$ cat src/rtl/serial_adder8.sv
// Bit-serial adder: one full-adder cell and a carry flop,
// LSB first, registered sum/cout/v with a one-cycle done pulse.
module serial_adder8 #(
  parameter int WIDTH = 8
) (
  input  logic             clk,
  input  logic             rst_n,
  input  logic             start,
  input  logic [WIDTH-1:0] a,
  input  logic [WIDTH-1:0] b,
  input  logic             cin,
  output logic             busy,
  output logic             done,
  output logic [WIDTH-1:0] sum,
  output logic             cout,
  output logic             v
);

  localparam int CW = (WIDTH > 1) ? $clog2(WIDTH) : 1;

  typedef enum logic [1:0] {
    IDLE = 2'd0,
    RUN  = 2'd1,
    DONE = 2'd2
  } state_t;

  state_t state;
  state_t state_nx;

  logic [WIDTH-1:0] a_sh;
  logic [WIDTH-1:0] b_sh;
  logic [WIDTH-1:0] s_sh;
  logic             carry;
  logic [CW-1:0]    count;

  logic s_bit;
  logic c_nx;
  logic last;
  logic load;

  assign s_bit = a_sh[0] ^ b_sh[0] ^ carry;
  assign c_nx  = (a_sh[0] & b_sh[0])
               | (a_sh[0] & carry)
               | (b_sh[0] & carry);
  assign last  = (count == CW'(WIDTH - 1));
  assign load  = start && (state != RUN);

  // State register
  always_ff @(posedge clk or negedge rst_n) begin
    if (!rst_n) begin
      state <= IDLE;
    end else begin
      state <= state_nx;
    end
  end

  // Next-state logic; DONE may chain straight into a new RUN
  always_comb begin
    state_nx = state;
    unique case (state)
      IDLE: if (start) state_nx = RUN;
      RUN:  if (last)  state_nx = DONE;
      DONE: state_nx = start ? RUN : IDLE;
      default: state_nx = IDLE;
    endcase
  end

  // Status outputs decoded from the state flops only
  always_comb begin
    busy = 1'b0;
    done = 1'b0;
    unique case (state)
      RUN:  busy = 1'b1;
      DONE: done = 1'b1;
      default: ;
    endcase
  end

  // Operand load, one bit per edge, result capture on the last bit
  always_ff @(posedge clk or negedge rst_n) begin
    if (!rst_n) begin
      a_sh  <= '0;
      b_sh  <= '0;
      s_sh  <= '0;
      carry <= 1'b0;
      count <= '0;
      sum   <= '0;
      cout  <= 1'b0;
      v     <= 1'b0;
    end else if (load) begin
      a_sh  <= a;
      b_sh  <= b;
      s_sh  <= '0;
      carry <= cin;
      count <= '0;
    end else if (state == RUN) begin
      a_sh  <= a_sh >> 1;
      b_sh  <= b_sh >> 1;
      s_sh  <= {s_bit, s_sh[WIDTH-1:1]};
      carry <= c_nx;
      count <= count + CW'(1);
      if (last) begin
        sum  <= {s_bit, s_sh[WIDTH-1:1]};
        cout <= c_nx;
        v    <= carry ^ c_nx;
      end
    end
  end

endmodule

$ cat config.mk
export PLATFORM = sky130hd
export DESIGN_NAME = serial_adder8
export DESIGN_NICKNAME = d
export VERILOG_FILES = /design/src/rtl/serial_adder8.sv
export SDC_FILE = /design/constraint.sdc
export NUM_CORES = 1
export LEC_CHECK = 0
export CORE_MARGIN = 4
export CORE_UTILIZATION = 45
export CTS_CLUSTER_SIZE = 20
export DETAILED_ROUTE_END_ITERATION = 12
export GPL_TIMING_DRIVEN = 0
export PLACE_DENSITY_LB_ADDON = 0.2
export SLEW_MARGIN = 20
export SYNTH_ARGS = -nofsm -noshare
export SYNTH_HDL_FRONTEND = slang
export SYNTH_SLANG_ARGS = --single-unit
$ cat constraint.sdc
create_clock -name clk -period 2.44 [get_ports clk]
set_input_delay 0.366 -clock clk [delete_from_list [all_inputs] [get_ports clk]]
set_output_delay 0.366 -clock clk [all_outputs]
set_load 0.03 [all_outputs]
==> impl_metrics.ini, run 1 <==
[synth]
synthArstFlopShare_pct = 100.0
syn_inst = 121
synth_edf_count = 0
netlist_area_sq_um = 1841
synthesis.nets = 144
yosysWarnings = 0
synth.area.top_cells = dfrtp_1, mux2_2, mux2_4
seq_area_frac_synth_pct = 53.03
synth_cell_types = 16
ys_ff_latch = 39
yosysMostFrequentCell = dfrtp_1
yosys-top-cells-count = dfrtp_1, mux2_2, mux2_4
synth_top_cell_area_share_pct = 53.03
synth_area_leader_cell = dfrtp_1
synthFlopType = dfrtp_1
avgSynthCellArea_sq_um = 15.21

[worst_setup_path]
setup.worst_path.start_class = flop
worstPathRequired_ns = 2.07
crit_path_end_kind = output port
crit_arrival_ns = 1.95
reg2regPathDepth = 5
path_class = flop to output port
path_max_fanout = 10

[timing]
fin_setup_tns_ns = 0
setup_viol = 0
report.final.slew_viol_count = 0
relSlewSlack_pct = 67.52
fmax_ghz = 0.4315
fin_crit_ns = 2.318
finalHoldViolations = 0
timing.hold.ws_ns = 0.02770
worst_pin_slew_ns = 0.4873
final.setup_skew_ns = 0.006593
rsz0062_at_grt = false
post-route-period-util_pct = 94.99

[outcome]
status = completed

[die]
chipHeight_microns = 71.96
die_w_microns = 71.96
rows = 22
fp.coreArea_sq_um = 3799
dieArea_sq_um = 5178
initial_utilization_pct = 48.45
ioPinCount = 32

[detailed_routing]
drc = 0
viasPerCell = 5.034
dr.pass1.iters = 6
wirelength_microns = 3100
ant_nets = 0
drtIter0Drc = 24
vias = 1047
wl_per_cell_microns = 14.90

[cells_and_area]
n_antenna_cell = 0
utilization_pct = 61.63
regArea_sq_um = 975.9
final_nets = 182
drive_gt1_share_pct = 41.25
fillers = 294
multiInputGateArea_sq_um = 784.5
synthToLayoutAreaGrowth_pct = 27.19

[clocking]
htree_levels = 2
cts_num_sinks = 39
cts_resized = 0
cts_root_buf = clkbuf_8
clock_path_buffers = 2
cts_hold_buf = 0
path_clk_slew_ns = 0.08
cts_buffers = 5
clock_latency_ns = 0.29
cts_tree = built
post_cts_buffers = 0

[place]
dp_hpwl_microns = 2200
io_buffers = 30
gp_congestion = 0.7315

[global_route]
grt_max_degree = 21
grt_pass1_wl_microns = 5375
grt.overflow.total = 0
grt_pass1_vias = 1149
antenna_found_initial = 0
track_usage_pct = 13.85

[power_and_ir_drop]
powerDensity_nw_per_um2 = 1219
max-vdd-ir-drop_v = 0.0005598
total_power_uw = 2854
leakagePower_uw = 0.001098

[worst_hold_path]
worstHoldPathType = input port to asynchronous set/reset pin

[job]
maxCapViolCount = 0
==> final timing paths <==
kind	from	endpoint	slack, ns
max in group asynchronous	rst_n	b_sh[2]	1.95
setup reg to reg	count[0]	v	0.78
setup / recovery	state[1]	busy	0.12
hold reg to reg	count[0]	count[0]	0.49
hold / removal	rst_n	cout	0.03
min in group clk	count[0]	count[0]	0.49
==> worst max-delay path, cell delays in order, from the launching register on <==
cell and delay (ns):
dfrtp_1 0.38, nand2b_1 0.14, buf_2 0.19, buf_6 0.18, inv_1 0.09, clkdlybuf4s50_1 0.68
==> registers in the layout, indices dropped and copies added (netlist names) <==
signal / count
carry: 1
cout: 1
s_sh: 7
state: 2
a_sh: 8
b_sh: 8
count: 3
v: 1
sum: 8
==> metal layers <==
metal  wire (microns)  GRT usage (%)
met1             1292          15.89
met2             1609          23.78
met3              164          5.402
met4               33          4.384
met5                0              0
==> logic make-up (layout without fill, tap and decap cells) <==
| family | after synthesis | after routing | share of synthesized area, % |
|---|---|---|---|
| compound gates | 1 | 1 | 0.3401 |
| xor+xnor | 1 | 1 | 0.4760 |
| fa+ha+maj | 3 | 3 | 2.447 |
| buf+inv | 10 | 49 | 4.350 |
| flops | 39 | 39 | 53.03 |
| mux | 52 | 52 | 34.47 |
| simple gates | 15 | 15 | 4.895 |
==> power by group <==
part           switching (uW)  internal, uW  total [uW]  leakage (uW)
Sequential                160           927        1090      0.000498
Clock                     219           331         550     0.0000612
Combinational             504           714        1220      0.000539
Total                     882          1970        2850       0.00110
==> layout make-up <==
class,instances,area share [%]
Tap cell,48,2.565
Clock inverter,2,1.497
Buffer,7,2.940
Sequential cell,39,41.69
Timing Repair Buffer,31,13.79
Clock buffer,6,3.528
Inverter,3,0.4810
Multi-Input combinational cell,72,33.51
==> layout by cell type, fill, tap and decap left out, types with 2 or more instances in the layout <==
master,synthesis,final
dfrtp_1,39,39
mux2_2,35,35
clkdlybuf4s50_1,0,29
mux2_4,14,14
nor2b_1,10,10
clkbuf_8,0,6
buf_2,3,4
buf_6,3,3
inv_1,3,3
mux2i_1,3,3
nand2b_1,2,2
nor2_1,2,2
ha_1,2,2
==> metrics by stage <==
step	cells	instance area, sq um	setup slack, ns
final	208	2341	0.1223
after global routing	208	2341	0.04010
after CTS	208	2341	0.09238
after detailed placement	200	2223	0.4260
after global placement	199	2201	0.1368
after floorplan	121	1841	0.9276
No activity file was read; power rests on OpenSTA's default activity.
==> run 2, diff against run 1 <==
--- a/config.mk
+++ b/config.mk
@@ -6,7 +6,7 @@
 export NUM_CORES = 1
 export LEC_CHECK = 0
 export CORE_MARGIN = 4
-export CORE_UTILIZATION = 45
+export CORE_UTILIZATION = 56
 export CTS_CLUSTER_SIZE = 20
 export DETAILED_ROUTE_END_ITERATION = 12
 export GPL_TIMING_DRIVEN = 0
==> run 2 against run 1 <==
First-iteration DRC count increased by 100%. Wire length increased by 7.3%. Sequential share of layout area increased by 0.56 points. Cell area decreased by 1.3%. Die area decreased by 18%. Register-to-register slack got worse by 0.05 ns. Critical path type unchanged.
==> impl_metrics.ini, run 2 (same netlist as run 1, synthesis figures left out) <==
[timing]
post-route-period-util_pct = 83.22
rsz0062_at_grt = false
setup_viol = 0
fin_setup_tns_ns = 0
worst_pin_slew_ns = 0.3177
fmax_ghz = 0.4925
final.setup_skew_ns = 0.01056
fin_crit_ns = 2.030
report.final.slew_viol_count = 0
relSlewSlack_pct = 78.75
finalHoldViolations = 0

[cells_and_area]
top_regs = a_sh: 8 flops, b_sh: 8 flops, sum: 8 flops
regArea_sq_um = 975.9
final_nets = 183
drive_gt1_share_pct = 40.99
fillers = 233
final_common_cell = dfrtp_1
final_cell_area_sq_um = 2310
n_antenna_cell = 0
synthToLayoutAreaGrowth_pct = 25.49
final_cell_mix = dfrtp_1, mux2_2, clkdlybuf4s50_1
multiInputGateArea_sq_um = 784.5

[job]
maxCapViolCount = 0

[detailed_routing]
vias = 1066
dr.pass1.iters = 4
ant_nets = 0
drtIter0Drc = 49
wirelength_microns = 3326
drc = 0
viasPerCell = 5.200
wl_per_cell_microns = 16.22

[worst_setup_path]
r2r-start = count[0]
crit_cells = 5
critPathLaunch = state[1]
cp-endpoint = busy
crit_arrival_ns = 1.66
crit_path_end_kind = output port
worstPathRequired_ns = 2.07
cp_cell_sequence = nand2b_1 -> buf_2 -> buf_6 -> inv_1 -> dlymetal6s2s_1
regToRegEndpoint = sum[5]
path_max_fanout = 10
path_class = flop to output port
critPathTopFamily = buffers and inverters
cpMaxStageDelayCell = dfrtp_1
crit_buf_inv = 4
ff2ff_setup_slack_ns = 0.73
crit_path_max_incr_delay_ns = 0.40
reg2regPathDepth = 5
setup.worst_path.start_class = flop

[place]
io_buffers = 30
gp_congestion = 0.7208
dp_hpwl_microns = 2378
placed_area_sq_um = 2211

[die]
die_w_microns = 65.33
fp.coreArea_sq_um = 3103
initial_utilization_pct = 59.31
dieArea_sq_um = 4268
ioPinCount = 32
chipHeight_microns = 65.33
rows = 20

[global_route]
grt_max_degree = 35
grt.overflow.total = 0
grt_pass1_wl_microns = 5796
grt_pass1_vias = 1205
antenna_found_initial = 0
track_usage_pct = 18.28

[clocking]
htree_levels = 2
cts_root_buf = clkbuf_4
cts_num_sinks = 39
clock_path_buffers = 2
cts_tree = built
post_cts_buffers = 0
cts_buffers = 5
path_clk_slew_ns = 0.11
clock_latency_ns = 0.35

[power_and_ir_drop]
powerDensity_nw_per_um2 = 1199
leakagePower_uw = 0.001092
total_power_uw = 2768
max-vdd-ir-drop_v = 0.0006558

[outcome]
status = completed

[worst_hold_path]
worstHoldPathType = input port to asynchronous set/reset pin
run 2: changes by cell type in the layout (fill, tap and decap cells not counted):
cell / delta
buf_12: +1
buf_16: -1
clkbuf_4: +5
clkbuf_8: -5
clkdlybuf4s50_1: -1
dlygate4sd3_1: +1
dlymetal6s2s_1: +1
run 2: worst min path at each step:
| stage | endpoint | slack (ns) | cells after the start |
|---|---|---|---|
| final | a_sh[3] | 0.37 | 2 |
| after global routing | a_sh[3] | 0.37 | 2 |
| after CTS | a_sh[3] | 0.36 | 2 |
| after detailed placement | a_sh[3] | 0.20 | 1 |
| after global placement | count[0] | 0.47 | 1 |
| after floorplan | a_sh[0] | 0.07 | 0 |
run 2: per-stage QoR:
step,std cells,utilization [%],hold slack (ns),worst slack (ns)
after floorplan,121,-,0.07041,0.9276
after global placement,195,70.77,0.4734,0.1600
after detailed placement,196,71.25,0.2041,0.4078
after CTS,205,74.35,0.3567,0.01571
after global routing,205,74.44,0.3735,0.2986
final,205,74.44,0.3674,0.4095
run 2: power by group:
part	switching [uW]	total (uW)	leakage, uW	internal [uW]
registers	170	1100	0.000498	925
clock network	208	451	0.0000482	242
logic	511	1220	0.000546	712
run 2: final cells by class:
type,count,share of cell area [%]
multi-input combinational,72,33.97
timing repair buffer,32,14.19
sequential,39,42.25
inverter,3,0.4875
clock buffer,6,2.221
clock inverter,2,1.517
tap,44,2.384
buffer,7,2.979
run 2: metal layers:
metal	GRT usage (%)	part of all wire, %	vias up
met2	31.23	52	25
met1	21.36	41	532
li1	-	-	498
met5	0	0	-
met3	5.128	4.4	11
met4	8.031	2.7	0
run 2: timing repair:
item                                   CTS  global route
resized for setup                        0             1
setup endpoints to repair                0             1
endpoints found under the hold margin    5             0
hold buffers                             1             0
